File: src/rtl/systolic_ws_pkg.sv
// Shared definitions for the weight-stationary systolic array blocks
// (array, feeder, psum collector).
//
// Contents:
//   DEFAULT_DATA_WIDTH / DEFAULT_COLS / DEFAULT_DEPTH : shared default sizes
//   psum_w()   : partial-sum width for a given PE operand width (2*DATA_WIDTH)
//   lane_lsb() : LSB position of lane j inside a packed row of psum lanes
package systolic_ws_pkg;

    localparam int DEFAULT_DATA_WIDTH = 8;
    localparam int DEFAULT_COLS       = 4;
    localparam int DEFAULT_DEPTH      = 8;

    // A product of two DATA_WIDTH operands is 2*DATA_WIDTH wide; psums keep that width.
    function automatic int psum_w(input int data_width);
        return 2 * data_width;
    endfunction

    // Lane j of a packed row occupies bits [j*pw +: pw].
    function automatic int lane_lsb(input int lane, input int pw);
        return lane * pw;
    endfunction

endpackage

File: src/rtl/ws_row_fifo.sv
// Show-ahead row FIFO for the psum collector.
//
// The head entry is always presented on rdata (read straight from storage,
// no write-to-read bypass), so a row pushed at an edge is visible on the
// following cycle. Pointers wrap modulo DEPTH; the occupancy counter runs
// 0..DEPTH independently of the pointers.
//
// Ports:
//   clk    in  clock, rising edge
//   rstn   in  synchronous active-low reset
//   clr    in  synchronous flush (same effect as reset)
//   push   in  write wdata at the tail (caller guarantees a free slot or a simultaneous pop)
//   pop    in  retire the head (caller guarantees non-empty)
//   wdata  in  row to write
//   rdata  out current head row (undefined content when empty)
//   full   out count == DEPTH
//   empty  out count == 0
//   count  out rows stored
module ws_row_fifo #(
    parameter  int WIDTH = 64,
    parameter  int DEPTH = 8,
    localparam int AW    = $clog2(DEPTH),
    localparam int CW    = AW + 1
) (
    input  logic             clk,
    input  logic             rstn,
    input  logic             clr,
    input  logic             push,
    input  logic             pop,
    input  logic [WIDTH-1:0] wdata,
    output logic [WIDTH-1:0] rdata,
    output logic             full,
    output logic             empty,
    output logic [CW-1:0]    count
);

    logic [WIDTH-1:0] mem [DEPTH];
    logic [AW-1:0]    wptr;
    logic [AW-1:0]    rptr;

    // Storage carries no reset: an entry is only ever read after it was written.
    always_ff @(posedge clk) begin
        if (push) begin
            mem[wptr] <= wdata;
        end
    end

    always_ff @(posedge clk) begin
        if (!rstn || clr) begin
            wptr  <= '0;
            rptr  <= '0;
            count <= '0;
        end else begin
            if (push) begin
                wptr <= wptr + AW'(1);
            end
            if (pop) begin
                rptr <= rptr + AW'(1);
            end
            case ({push, pop})
                2'b10:   count <= count + CW'(1);
                2'b01:   count <= count - CW'(1);
                default: count <= count;
            endcase
        end
    end

    assign rdata = mem[rptr];
    assign full  = (count == CW'(DEPTH));
    assign empty = (count == '0);

endmodule

File: src/rtl/ws_psum_collector.sv
// Output collector for the weight-stationary array.
//
// Deskews the bottom-row psum stream (column j arrives j cycles after
// column 0) into whole rows and buffers them in a show-ahead FIFO toward
// the writeback/DMA side. The array cannot be back-pressured, so a row that
// completes while the FIFO is full and not being popped is dropped and the
// sticky o_overflow flag is raised.
//
// Optional build macro: WS_COLLECTOR_RELU_EN -- when defined, every lane is
// clamped to max(psum, 0) as the row is pushed. Latency and handshake are
// the same in both builds.
//
// Handshake (output side): the head row is transferred on every rising edge
// where o_valid & i_ready are both 1; o_data is stable while o_valid=1 and
// i_ready=0, and is forced to 0 whenever o_valid=0.
//
// Ports:
//   clk        in  clock, rising edge
//   rstn       in  synchronous active-low reset
//   i_clr      in  synchronous flush, same effect as reset
//   i_psum     in  COLS lanes of PSUM_W, lane j = [j*PSUM_W +: PSUM_W]
//   i_valid    in  lane 0 of a new row is valid (lane j follows j cycles later)
//   o_data     out FIFO head row, same lane packing
//   o_valid    out head row available
//   i_ready    in  consumer accepts the head
//   o_full     out FIFO holds DEPTH rows
//   o_count    out rows stored
//   o_overflow out sticky: a completed row was dropped
module ws_psum_collector
    import systolic_ws_pkg::*;
#(
    parameter  int DATA_WIDTH = DEFAULT_DATA_WIDTH,
    parameter  int COLS       = DEFAULT_COLS,
    parameter  int DEPTH      = DEFAULT_DEPTH,
    localparam int PSUM_W     = 2 * DATA_WIDTH,
    localparam int ROW_W      = COLS * PSUM_W,
    localparam int CW         = $clog2(DEPTH) + 1
) (
    input  logic             clk,
    input  logic             rstn,
    input  logic             i_clr,
    input  logic [ROW_W-1:0] i_psum,
    input  logic             i_valid,
    output logic [ROW_W-1:0] o_data,
    output logic             o_valid,
    input  logic             i_ready,
    output logic             o_full,
    output logic [CW-1:0]    o_count,
    output logic             o_overflow
);

    logic             w_en;      // a whole deskewed row is present this cycle
    logic [ROW_W-1:0] row_data;  // deskewed (and optionally clamped) row
    logic [ROW_W-1:0] head_data;
    logic             fifo_empty;
    logic             fifo_full;
    logic             push;
    logic             pop;

    // Valid pipe: COLS-1 stages so w_en lines up with the last lane.
    generate
        if (COLS > 1) begin : g_vpipe
            logic [COLS-2:0] vpipe;
            always_ff @(posedge clk) begin
                if (!rstn || i_clr) begin
                    vpipe <= '0;
                end else begin
                    vpipe[0] <= i_valid;
                    for (int k = 1; k < COLS - 1; k++) begin
                        vpipe[k] <= vpipe[k-1];
                    end
                end
            end
            assign w_en = vpipe[COLS-2];
        end else begin : g_novpipe
            assign w_en = i_valid;
        end
    endgenerate

    // Deskew: lane j is delayed COLS-1-j cycles so all lanes meet together.
    generate
        for (genvar j = 0; j < COLS; j++) begin : g_lane
            localparam int D = COLS - 1 - j;
            logic [PSUM_W-1:0] lane_q;

            if (D == 0) begin : g_direct
                assign lane_q = i_psum[lane_lsb(j, PSUM_W) +: PSUM_W];
            end else begin : g_delay
                logic [PSUM_W-1:0] dl [D];
                always_ff @(posedge clk) begin
                    dl[0] <= i_psum[lane_lsb(j, PSUM_W) +: PSUM_W];
                    for (int k = 1; k < D; k++) begin
                        dl[k] <= dl[k-1];
                    end
                end
                assign lane_q = dl[D-1];
            end

`ifdef WS_COLLECTOR_RELU_EN
            // Negative psums (MSB set) are stored as zero.
            assign row_data[lane_lsb(j, PSUM_W) +: PSUM_W] =
                lane_q[PSUM_W-1] ? '0 : lane_q;
`else
            assign row_data[lane_lsb(j, PSUM_W) +: PSUM_W] = lane_q;
`endif
        end
    endgenerate

    // A pop in the same cycle frees the slot a full FIFO needs for the push.
    assign pop  = o_valid && i_ready;
    assign push = w_en && (!fifo_full || pop);

    always_ff @(posedge clk) begin
        if (!rstn || i_clr) begin
            o_overflow <= 1'b0;
        end else if (w_en && fifo_full && !pop) begin
            o_overflow <= 1'b1;
        end
    end

    ws_row_fifo #(
        .WIDTH (ROW_W),
        .DEPTH (DEPTH)
    ) u_fifo (
        .clk   (clk),
        .rstn  (rstn),
        .clr   (i_clr),
        .push  (push),
        .pop   (pop),
        .wdata (row_data),
        .rdata (head_data),
        .full  (fifo_full),
        .empty (fifo_empty),
        .count (o_count)
    );

    assign o_valid = !fifo_empty;
    assign o_full  = fifo_full;
    assign o_data  = o_valid ? head_data : '0;

endmodule

File: config.mk
export PLATFORM = sky130hd
export DESIGN_NAME = ws_psum_collector
export DESIGN_NICKNAME = d
export VERILOG_FILES = /design/src/rtl/systolic_ws_pkg.sv /design/src/rtl/ws_row_fifo.sv /design/src/rtl/ws_psum_collector.sv
export SDC_FILE = /design/constraint.sdc
export NUM_CORES = 1
export LEC_CHECK = 0
export BUFFER_PORTS_ARGS = -buffer_cell sky130_fd_sc_hd__buf_2
export CAP_MARGIN = 20
export CORE_ASPECT_RATIO = 2
export CORE_MARGIN = 4
export CORE_UTILIZATION = 40
export DETAILED_ROUTE_END_ITERATION = 8
export RECOVER_POWER = 100
export SLEW_MARGIN = 20
export SYNTH_ARGS = -nofsm -noshare
export SYNTH_HDL_FRONTEND = slang
export SYNTH_SLANG_ARGS = --single-unit
File: constraint.sdc
create_clock -name clk -period 7.9 [get_ports clk]
set_clock_uncertainty 0.2 [all_clocks]
set_input_delay 0.79 -clock clk [delete_from_list [all_inputs] [get_ports clk]]
set_output_delay 0.79 -clock clk [all_outputs]
set_load 0.01 [all_outputs]
==> results.txt, run 1 <==
In the finished design, the share of the clock period the worst path needs comes to 75.5%. The area growth from synthesis to layout is 14.5%. Synthesis inferred 625 register bits. The finished cells cover 0.0253 mm2.

The synthesized instance count is 994, and the H-tree level count is 2. The tools report the I/O pin count as 140. At the worst endpoint, the arrival time is 5.88 ns. Tracing the worst setup path back leads to its startpoint at u_fifo.count[1]. The category of the critical setup timing path is reg2reg. The run finished, with violations left. The final layout contains 1240 nets.

For this configuration, the core starts out at a cell density of 40.5%. The tools report the total chip power as 0.00636 W. For this run, the top clock speed supported by timing is 168 MHz. The number of resized instances in the post-cts repair step is 0, and the chip height is 340 um.

The net switching power is 0.00120 W, and the count of maximum capacitance violations is 12. The mean routed wirelength per cell is 23.7 um, and the area enclosed by the die boundary is 0.0592 mm2. Using the TritonRoute via totals, the vias-per-cell ratio works out to 5.21. Power spread over the standard cell area amounts to 252 mW/mm2. In this run the static leakage power is 7.83 nW. The maximum root-to-sink buffer count was 3; the HPWL after detailed placement was 24.9 mm. The run gives 121 as the count of standard-cell rows. The fraction of layout cells with a size suffix above 1 is 22.8%.

The mapped cell area is 0.0221 mm2. Launching point of the worst reg2reg path: u_fifo.count[1]. The tools report the final max-slew violation count as 377. The internal power is 0.00515 W, and the number of standard cells in the layout, taps in and fillers out is 1886. Global routing consumed, over all layers together, 15.1% of the routing resources. Averaged over all synthesized cells, the footprint is 22.2 um2. The placed standard-cell area was 0.0236 mm2; the area of the core was 0.0545 mm2. The critical path required time is 7.81 ns. Before CTS, the worst setup slack after placement is 3.77 ns.

The sequential group share of total power is 56.8%, and the port buffer count is 139. Measured against its own limit, the worst slew margin works out to -174%. The tools report the number of iterations in the first detailed-routing pass as 5. The logic depth of the worst register-to-register path works out to 4.

Endpoint of the lowest-slack register-to-register path: u_fifo.mem[5][32]. The logs give 44.8 mm for the routed wire length and 0 for the quantity of hold-fixing buffers added after cts. Entering global routing, the biggest net connects 59 pins. The logs give 0 for the number of hold violations in the final report and 0.5% for the logic gate share of total power. The tools report the worst-skew pair later-pin latency as 0.59 ns. The net switching share of the total power works out to 18.9%. Counting tap cells, the placed design contains a total of 1786 instances.

In this run the horizontal extent of the chip is 174 um. The type of element capturing the critical path is a flip-flop. The run gives 10800 as the number of global-route vias before repair. The most critical setup path has its endpoint at u_fifo.mem[5][32].

The worst-case IR drop observed on VDD is 0.188 mV. For this run, design rule violations remaining after detail routing come to 0. Detailed routing inserted a total of 9829 vias.

The min-delay analysis places its worst path in the category in2reg. Setup repair after global routing left no endpoint under its margin. The number of CTS-inserted buffers is 54, and the slew at the pin with the worst max-slew slack is 4.11 ns. The clock network burns 42.7% of the power.

The detailed router finished its first iteration with 754 violations. The number of sinks handled by clock tree synthesis was 625; the portion of the post-synthesis area used by sequential elements was 80.0%. TritonCTS built the clock tree. For the total nets after synthesis, the log shows 1068.

The logs give 1.93 ns for the register-to-register setup slack and 0 ns for the sum of negative setup slack. At the end of routability-driven placement, the weighted congestion stood at 0.699. The run gives 0 as the remaining global-route overflow. The initial antenna violation count is 1. Setup slack closes at 1.93 ns.

The startpoint type of the worst setup path is a flip-flop. The minimum clock period after layout came out at 5.97 ns. Clock-pin slew was measured on the worst setup and hold paths at 0.07 ns. Clock tree synthesis selected as its root buffer the cell sky130_fd_sc_hd__clkbuf_16. In this run the worst path has a maximum fanout of 49.

The tools report the wire length of the first global-routing pass as 68.0 mm. The final reports fail on capacitance limit, slew limit. The number of unique standard cell types used by synthesis was 34; the count of final setup violators was 0. The logs give 0 for the remaining number of nets flagged by the antenna check after routing and 0 for the number of synthesis warnings. For the post-CTS setup repair buffer count, the log shows 0.
==> cell usage in the layout (no fill, tap or decap), types with 3 or more instances in the layout <==
cell	n
sky130_fd_sc_hd__a21oi_1	3
sky130_fd_sc_hd__buf_2	42
sky130_fd_sc_hd__buf_4	11
sky130_fd_sc_hd__bufinv_16	6
sky130_fd_sc_hd__clkbuf_1	115
sky130_fd_sc_hd__clkbuf_16	54
sky130_fd_sc_hd__clkbuf_8	10
sky130_fd_sc_hd__clkinv_1	3
sky130_fd_sc_hd__clkinv_2	10
sky130_fd_sc_hd__dfxtp_1	110
sky130_fd_sc_hd__edfxtp_1	512
sky130_fd_sc_hd__ha_1	5
sky130_fd_sc_hd__inv_1	4
sky130_fd_sc_hd__mux2i_1	65
sky130_fd_sc_hd__mux4_2	128
sky130_fd_sc_hd__nand2_1	4
sky130_fd_sc_hd__nand2b_1	3
sky130_fd_sc_hd__nor2_1	78
sky130_fd_sc_hd__o21ai_0	6
sky130_fd_sc_hd__xor2_1	6
==> cells by family (layout without fill, tap and decap cells) <==
kind of cell,Yosys count,count (layout),synth area share [%]
simple gates,102,102,2.01
mux,193,193,16.0
flops,625,625,80.0
fa+ha+maj,5,5,0.284
compound gates,14,14,0.454
other cells,0,1,0
xor+xnor,7,7,0.278
buf+inv,48,263,0.981
==> synthesized netlist by cell type, drive strengths merged <==
master | instances | share of area (%)
or3 | 1 | 0.028
edfxtp | 512 | 70
mux2i | 65 | 3.0
mux4 | 128 | 13
dfxtp | 113 | 10
a21oi | 3 | 0.068
and2 | 3 | 0.085
nor2b | 1 | 0.028
clkbuf | 11 | 0.19
o31ai | 1 | 0.034
or3b | 1 | 0.040
xnor2 | 1 | 0.040
buf | 33 | 0.73
a2111oi | 1 | 0.068
or4b | 1 | 0.062
o21ai | 6 | 0.19
nand2 | 4 | 0.068
o211ai | 2 | 0.068
nor3 | 4 | 0.091
a31oi | 1 | 0.028
nand3 | 2 | 0.045
inv | 4 | 0.068
xor2 | 6 | 0.24
nor4 | 2 | 0.085
nand3b | 1 | 0.034
and3 | 1 | 0.028
nand2b | 3 | 0.085
ha | 5 | 0.28
nor2 | 78 | 1.3
==> routing by layer <==
layer / up-vias / GRT usage (%) / share of wire [%]
li1: 4342 / - / -
met1: 5227 / 18.8 / 40
met2: 197 / 27.4 / 54
met3: 63 / 2.07 / 3.3
met4: 0 / 4.84 / 2.8
met5: - / 0 / 0
==> flip-flops by register name, summed over array words and instances, names as in the netlist, named ones only <==
register	count
u_fifo.count	4
u_fifo.wptr	3
g_lane.g_delay.dl	96
u_fifo.rptr	3
g_vpipe.vpipe	3
o_overflow	1
u_fifo.mem	512
==> how the worst min path moves through the flow <==
stage / start / slack, ns / cells after the start / to
finish: i_psum[44] / 0.09 / 1 / g_lane[2].g_delay.dl[0][12]
global route: i_psum[5] / 0.06 / 1 / g_lane[0].g_delay.dl[0][5]
CTS: i_psum[5] / 0.05 / 1 / g_lane[0].g_delay.dl[0][5]
detailed placement: g_lane[0].g_delay.dl[0][23] / 0.11 / 0 / g_lane[0].g_delay.dl[0][39]
global placement: g_lane[0].g_delay.dl[0][31] / 0.11 / 0 / g_lane[0].g_delay.dl[0][47]
floorplan: g_lane[0].g_delay.dl[0][0] / 0.11 / 0 / g_lane[0].g_delay.dl[0][16]
==> power by group through the flow <==
stage          Clock (W)  Sequential, W  Combinational [W]
4_1_cts          0.00279        0.00361          0.0000357
3_3_place_gp           0        0.00368          0.0000347
6_report         0.00271        0.00361          0.0000322
2_1_floorplan          0        0.00367         0.00000578
5_1_grt          0.00293        0.00361          0.0000361
3_5_place_dp           0        0.00368          0.0000355
==> area by class of cell <==
type,count,area [um2]
fill,4640,29200
sequential,625,17600
multi-input combinational,321,4200
clock buffer,73,1520
tap,676,846
timing repair buffer,160,696
clock inverter,26,327
inverter,4,15.0
antenna,1,2.50
==> worst max-delay path, stage by stage, from the launching register on <==
cell and delay, ns:
sky130_fd_sc_hd__dfxtp_1 0.55, sky130_fd_sc_hd__or4b_1 0.24, sky130_fd_sc_hd__o211ai_1 0.18, sky130_fd_sc_hd__nor2_1 1.50
sky130_fd_sc_hd__clkbuf_1 2.73
==> through the flow <==
| step | hold WS (ns) | utilization [%] |
|---|---|---|
| after floorplan | 0.110 | - |
| after global placement | 0.111 | 43.3 |
| after detailed placement | 0.112 | 43.3 |
| after CTS | 0.0501 | 46.7 |
| after global routing | 0.0607 | 46.3 |
| final | 0.0900 | 46.3 |
(Power assumes the default switching activity.)
==> inputs of run 2 (changes only) <==
==> constraint.sdc (replaced) <==
create_clock -name clk -period 6.1 [get_ports clk]
set_clock_uncertainty 0.2 [all_clocks]
set_input_delay 0.61 -clock clk [delete_from_list [all_inputs] [get_ports clk]]
set_output_delay 0.61 -clock clk [all_outputs]
set_load 0.01 [all_outputs]
==> results.txt, run 2 (same netlist as run 1, synthesis figures left out) <==
The data arrival time of the critical path is 4.62 ns (was 5.88 ns). The power density of the placed cells was 324 mW/mm2 (was 252 mW/mm2). The area enclosed by the die boundary was 0.0592 mm2 (unchanged); the overall routing resource usage was 15.4% (was 15.1%).

The number of global-route vias before repair is 10900 (was 10800), and the slew at the pin with the worst max-slew slack is 3.02 ns (was 4.11 ns). The tools report the maximum root-to-sink buffer count as 3 (unchanged). The number of resized instances in the post-cts repair step was 0 (unchanged); the largest voltage drop on the vdd net was 0.248 mV (was 0.188 mV). The flow ran to the end, but the final reports show violations.

The routed wire length is 45.1 mm (was 44.8 mm), and the number of cells on the worst hold path is 0 (was 1). The final routed DRC violation total is 0 (unchanged). The port buffer count is 139 (unchanged). The critical path required time was 6.13 ns (was 7.81 ns); the count of standard-cell rows was 121 (unchanged). The run gives 2 (was 1) as the initial antenna violation count.

The tools report the number of fillers in the final layout as 4542 (was 4640). The run gives 140 (unchanged) as the I/O pin count. Fraction of layout cells with a size suffix above 1: 23.3% (was 22.8%). Remaining number of nets flagged by the antenna check after routing: 0 (unchanged). The register clock-pin slew on the reported worst setup and hold paths works out to 0.07 ns (about the same).

The category of the critical setup timing path was reg2reg (unchanged). The ratio of routed vias to standard cells works out to 5.17 (was 5.21). For the number of sinks handled by clock tree synthesis, the log shows 625 (unchanged).

The master of the slowest instance on the critical path is sky130_fd_sc_hd__clkbuf_1 (unchanged). The tools report the CTS root buffer as sky130_fd_sc_hd__clkbuf_16 (unchanged). The final RePlAce weighted congestion came out at 0.705 (was 0.699).

The most frequent standard cell in the layout excluding fill and tap cells was sky130_fd_sc_hd__edfxtp_1 (unchanged). The endpoint of the lowest-slack register-to-register path was u_fifo.mem[5][20] (was u_fifo.mem[5][32]). The register ranked first by flip-flop count is u_fifo.mem (unchanged). For the normalized max-slew margin, the log shows -101% (was -174%). The number of flip-flops under the largest register name is 512 (unchanged). Crit path cell chain: or4b_1 > o211ai_1 > nor2_4 > clkbuf_1 > buf_4 (was or4b_1 > o211ai_1 > nor2_1 > clkbuf_1). Chip height: 340 um (unchanged). The highest metal layer with signal wires was met5 (was met4). Sum of negative setup slack: 0 ns (unchanged).

The run gives 1.51 ns (was 1.93 ns) as the register-to-register setup slack. Setup repair after global routing left no endpoint under its margin. For the total area of sequential cells, the log shows 0.0176 mm2 (about the same). Minimum clock period after layout: 4.59 ns (was 5.97 ns).

The run gives 1289 (was 1240) as the layout net count. The run gives 0.00423 mm2 (was 0.00420 mm2) as the area taken by multi-input logic gates. Violated checks: capacitance limit, slew limit (unchanged).

The kind of cell adding the most delay to the critical path is buffers and inverters (unchanged). The logic depth of the worst register-to-register path was 5 (was 4). The H-tree level count was 2 (unchanged); the number of iterations in the first detailed-routing pass was 5 (unchanged). For the wire length of the first global-routing pass, the log shows 69.2 mm (was 68.0 mm).

The tools report the type of element capturing the critical path as a flip-flop (unchanged). Met2 wirelength from detailed routing: 24.6 mm (was 24.0 mm). Largest registers: u_fifo.mem: 512 flops, g_lane.g_delay.dl: 96 flops, u_fifo.count: 4 flops (unchanged). The logs give 610 (was 754) for the number of design-rule violations left by the first detailed-router iteration and 0 (unchanged) for the number of hold violations in the final report. The critical path buffer and inverter count was 2 (was 1); the mean routed wirelength per cell was 23.3 um (was 23.7 um). For the number of CTS-inserted buffers, the log shows 54 (unchanged). The total met3 wirelength after detailed routing is 1.65 mm (was 1.46 mm), and the maximum number of pins on one net before global-route repair is 75 (was 59).

Count of final setup violators: 0 (unchanged). The worst-skew pair later-pin latency was 0.59 ns (about the same); the total number of vias was 10000 (was 9829). The remaining global-route overflow is 0 (unchanged), and the die span in x is 174 um (unchanged). The class of the tightest hold or removal check is reg2reg (was in2reg). The maximum clock rate is 218 MHz (was 168 MHz).

The maximum fanout count along the critical path was 38 (was 49). The share of the clock period used by the worst path after layout is 75.2% (was 75.5%), and the starting utilization of the core area is 40.5% (unchanged). The critical hold path startpoint was g_lane[0].g_delay.dl[0][0] (was i_psum[44]). The tools report the final max-slew violation count as 491 (was 377).

The tools report the leakage power of the design as 8.10 nW (was 7.83 nW). For the wire length on met1, the log shows 17.7 mm (was 18.1 mm). Most used cells in the layout excluding fill and tap cells: 512 x sky130_fd_sc_hd__edfxtp_1, 128 x sky130_fd_sc_hd__mux4_2, 110 x sky130_fd_sc_hd__dfxtp_1 (was 512 x sky130_fd_sc_hd__edfxtp_1, 128 x sky130_fd_sc_hd__mux4_2, 115 x sky130_fd_sc_hd__clkbuf_1).

Startpoint type of the worst setup path: a flip-flop (unchanged). The tools report the HPWL after detailed placement as 24.4 mm (was 24.9 mm). The area growth from synthesis to layout is 17.3% (was 14.5%), and the total chip power is 0.00837 W (was 0.00636 W).

The count of maximum capacitance violations was 11 (was 12). Hold path endpoint: g_lane[0].g_delay.dl[0][16] (was g_lane[2].g_delay.dl[0][12]). Launching point of the worst reg2reg path: u_fifo.count[1] (unchanged). TritonCTS built the clock tree. The biggest cell delay along the critical path came out at 1.96 ns (was 2.73 ns). For the area of the core, the log shows 0.0545 mm2 (unchanged).
run 2: changes by cell type in the layout (fill, tap and decap cells not counted), sizes merged:
| cell | delta |
|---|---|
| clkbuf | -6 |
| bufinv | +1 |
| dlygate4sd3 | +49 |
| buf | +5 |
| inv | +1 |
| clkinvlp | +4 |
| clkinv | -3 |
run 2: stage by stage:
step	util, %	hold WS [ns]	std cells	setup slack (ns)	cell area, um2
3_5_place_dp	43.4	0.112	1786	2.81	23700
6_report	47.5	0.121	1937	1.51	25900
3_3_place_gp	43.4	0.112	1786	2.81	23700
4_1_cts	47.8	0.0498	1936	2.16	26100
5_1_grt	47.5	0.128	1937	1.18	25900
2_1_floorplan	-	0.110	994	0.144	22100
run 2: timing repair:
action,in CTS,in global routing
hold buffers,49,0
buffers inserted,0,0
hold endpoints to repair,49,0
run 2: worst max path at each step:
| stage | cells after the start | from | to | slack (ns) |
|---|---|---|---|---|
| 2_1_floorplan | 3 | u_fifo.count[0] | u_fifo.mem[4][0] | 0.14 |
| 3_3_place_gp | 5 | flip-flop | o_data[37] | 2.81 |
| 3_5_place_dp | 5 | flip-flop | o_data[37] | 2.81 |
| 4_1_cts | 5 | flip-flop | o_data[37] | 2.16 |
| 5_1_grt | 5 | u_fifo.count[1] | u_fifo.mem[5][23] | 1.18 |
| 6_report | 5 | u_fifo.count[1] | u_fifo.mem[5][20] | 1.51 |
run 2: power by group:
| group | internal, W | switching [W] | total, W |
|---|---|---|---|
| Sequential | 0.00464 | 0.0000373 | 0.00468 |
| Combinational | 0.0000373 | 0.0000284 | 0.0000657 |
| Clock | 0.00211 | 0.00152 | 0.00363 |
run 2: worst register-to-register path, cell delays in order (launching register included):
cell	delay, ns
sky130_fd_sc_hd__dfxtp_1	0.53
sky130_fd_sc_hd__or4b_1	0.26
sky130_fd_sc_hd__o211ai_1	0.32
sky130_fd_sc_hd__nor2_4	0.19
sky130_fd_sc_hd__clkbuf_1	1.96
sky130_fd_sc_hd__buf_4	0.74
run 2: final cells by class:
class	count	share of cell area, %
Sequential cell	625	68.2
Multi-Input combinational cell	321	16.3
Clock buffer	72	6.05
Timing Repair Buffer	209	4.69
Tap cell	676	3.27
Clock inverter	29	1.37
Inverter	4	0.0580
Antenna cell	1	0.00967
run 2: layer usage:
layer,vias to the layer above,GRT usage (%)
met1,5280,18.6
met3,67,2.44
met2,204,28.2
met4,2,4.69
met5,-,0
li1,4454,-
==> inputs of run 3 (changes only) <==
==> constraint.sdc (replaced) <==
create_clock -name clk -period 4.8 [get_ports clk]
set_clock_uncertainty 0.2 [all_clocks]
set_input_delay 0.48 -clock clk [delete_from_list [all_inputs] [get_ports clk]]
set_output_delay 0.48 -clock clk [all_outputs]
set_load 0.01 [all_outputs]
==> results.txt, run 3 (same netlist as run 1, synthesis figures left out) <==
The flow ran to the end, but the final reports show violations. Violated checks: capacitance limit, slew limit (unchanged). Most used cells in the layout excluding fill and tap cells: 512 x sky130_fd_sc_hd__edfxtp_1, 128 x sky130_fd_sc_hd__mux4_2, 110 x sky130_fd_sc_hd__dfxtp_1 (unchanged).

The count of maximum capacitance violations was 6 (was 11). The remaining global-route overflow was 0 (unchanged); the data arrival time of the critical path was 3.34 ns (was 4.62 ns). The run gives 0 (unchanged) as the number of resized instances in the post-cts repair step. Static timing analysis puts the maximum clock frequency at 249 MHz.

Minimum clock period after layout: 4.02 ns. The layout net count came out at 1305 (was 1289). For the total met3 wirelength after detailed routing, the log shows 1.65 mm (about the same). The maximum fanout count along the critical path works out to 39 (was 38). The type of element capturing the critical path is an output port (was a flip-flop). The run gives 65 (was 75) as the maximum number of pins on one net before global-route repair. The critical path required time was 4.12 ns (was 6.13 ns).

The tools report the initial antenna violation count as 1 (was 2). The remaining number of nets flagged by the antenna check after routing was 0 (unchanged); the I/O pin count was 140 (unchanged). The class of the tightest hold or removal check was in2reg (was reg2reg). The CTS root buffer is sky130_fd_sc_hd__clkbuf_16 (unchanged). The area growth from synthesis to layout works out to 18.1% (was 17.3%). Category of the critical setup timing path: reg2out (was reg2reg). The tools report the critical hold path startpoint as i_clr (was g_lane[0].g_delay.dl[0][0]). The number of cells on the worst hold path was 4 (was 0). The number of design-rule violations left by the first detailed-router iteration is 659 (was 610). The tools report the final critical-path setup slack as 0.776 ns (was 1.51 ns). Fraction of layout cells with a size suffix above 1: 22.8% (was 23.3%). For the leakage power of the design, the log shows 8.19 nW (was 8.10 nW). Largest voltage drop on the vdd net: 0.247 mV (was 0.248 mV).

TritonCTS built the clock tree. For the routed wire length, the log shows 43.2 mm (was 45.1 mm). The most frequent standard cell in the layout excluding fill and tap cells was sky130_fd_sc_hd__edfxtp_1 (unchanged). The logs give 17.6 mm (was 17.7 mm) for the wire length on met1 and 0.0237 mm2 (about the same) for the placed standard-cell area. The number of flip-flops under the largest register name was 512 (unchanged). The highest metal layer with signal wires is met5 (unchanged). The mean routed wirelength per cell was 22.1 um (was 23.3 um).

The tools report the wire length of the first global-routing pass as 66.5 mm (was 69.2 mm). The run gives 0 (unchanged) as the final routed DRC violation total. The final RePlAce weighted congestion was 0.688 (was 0.705).

The run gives 0.60 ns (was 0.59 ns) as the worst-skew pair later-pin latency. The port buffer count came out at 139 (unchanged). The tools report the number of iterations in the first detailed-routing pass as 5 (unchanged). The H-tree level count was 2 (unchanged); the count of final setup violators was 0 (unchanged). Largest registers: u_fifo.mem: 512 flops, g_lane.g_delay.dl: 96 flops, u_fifo.count: 4 flops (unchanged). The die span in x is 174 um (unchanged), and the number of global-route vias before repair is 10800 (was 10900). The run gives 24.2 mm (was 24.4 mm) as the HPWL after detailed placement. Met2 wirelength from detailed routing: 22.9 mm (was 24.6 mm). The post-route worst hold slack was 0.0447 ns (was 0.121 ns); the share of the clock period used by the worst path after layout was 83.8%. The register ranked first by flip-flop count is u_fifo.mem (unchanged). The count of standard-cell rows is 121 (unchanged).

The logs give 3 (unchanged) for the maximum root-to-sink buffer count and 170 (was 491) for the final max-slew violation count. The tools report the setup slack at placement as 1.48 ns (was 2.81 ns). The logs give 55 (was 54) for the number of CTS-inserted buffers and -32.7% (was -101%) for the normalized max-slew margin. The register clock-pin slew on the reported worst setup and hold paths is 0.07 ns (about the same), and the area enclosed by the die boundary is 0.0592 mm2 (unchanged). The power density of the placed cells was 406 mW/mm2 (was 324 mW/mm2).

Setup repair after global routing left no endpoint under its margin. The starting utilization of the core area was 40.5% (unchanged). Number of sinks handled by clock tree synthesis: 625 (unchanged). The chip height came out at 340 um (unchanged). The tools report the launching point of the worst reg2reg path as u_fifo.count[1] (unchanged). The logs give 0 (unchanged) for the number of hold violations in the final report and 0.0545 mm2 (unchanged) for the area of the core. The tools report the startpoint type of the worst setup path as a flip-flop (unchanged).

The overall routing resource usage came out at 14.7% (was 15.4%). The logic depth of the worst register-to-register path came out at 4 (was 5). For the cell area after layout, the log shows 0.0261 mm2 (was 0.0259 mm2). The ratio of routed vias to standard cells works out to 5.08 (was 5.17). The final antenna diode count was 0 (was 1); the total number of vias was 9926 (was 10000). The slew at the pin with the worst max-slew slack was 1.99 ns (was 3.02 ns).
==> run 3: final timing paths <==
| check | endpoint | slack (ns) |
|---|---|---|
| setup / recovery | o_data[22] | 0.78 |
| hold / removal | u_fifo.wptr[1] | 0.04 |
| setup reg to reg | u_fifo.mem[5][45] | 0.82 |
| hold reg to reg | g_lane[0].g_delay.dl[0][20] | 0.12 |
==> run 3: through the flow <==
| step | power (W) | cells | utilization (%) | setup TNS, ns |
|---|---|---|---|---|
| 6_report | 0.0106 | 1954 | 47.8 | 0 |
| 5_1_grt | 0.0110 | 1954 | 47.8 | 0 |
| 4_1_cts | 0.0107 | 1954 | 48.2 | 0 |
| 3_5_place_dp | 0.00612 | 1785 | 43.5 | 0 |
| 3_3_place_gp | 0.00612 | 1785 | 43.5 | 0 |
| 2_1_floorplan | 0.00605 | 994 | - | -232.48 |
==> run 3: metal layers <==
metal	vias to the layer above	track usage, %
met5	-	0
met4	2	4.72
met3	61	2.28
met2	198	26.3
met1	5174	18.4
li1	4491	-
==> run 3: layout make-up <==
cell class / count / area, um2
clock buffer: 75 / 1590
clock inverter: 29 / 315
fill: 4560 / 28400
inverter: 4 / 15.0
multi-input combinational: 321 / 4190
sequential: 625 / 17600
tap: 676 / 846
timing repair buffer: 224 / 1450
==> run 3: critical path, stage by stage, from the launching register on <==
cell,delay (ns)
sky130_fd_sc_hd__dfxtp_4,0.91
sky130_fd_sc_hd__clkbuf_1,0.68
sky130_fd_sc_hd__mux4_2,0.60
sky130_fd_sc_hd__mux2i_1,0.31
sky130_fd_sc_hd__nor2_1,0.08
sky130_fd_sc_hd__clkbuf_1,0.16
==> run 3: timing repair <==
action / CTS / global route
endpoints found under the hold margin: 177 / 0
setup buffers: 0 / 0
endpoints found under the setup margin: 0 / 0
hold buffers: 65 / 0
==> run 3: power breakdown <==
part | internal (W) | total (W) | leakage [nW] | switching (W)
Clock | 0.00265 | 0.00454 | 0.929 | 0.00189
Sequential | 0.00590 | 0.00595 | 5.55 | 0.0000497
Combinational | 0.0000560 | 0.0000928 | 1.71 | 0.0000368
Total | 0.00860 | 0.0106 | 8.19 | 0.00197
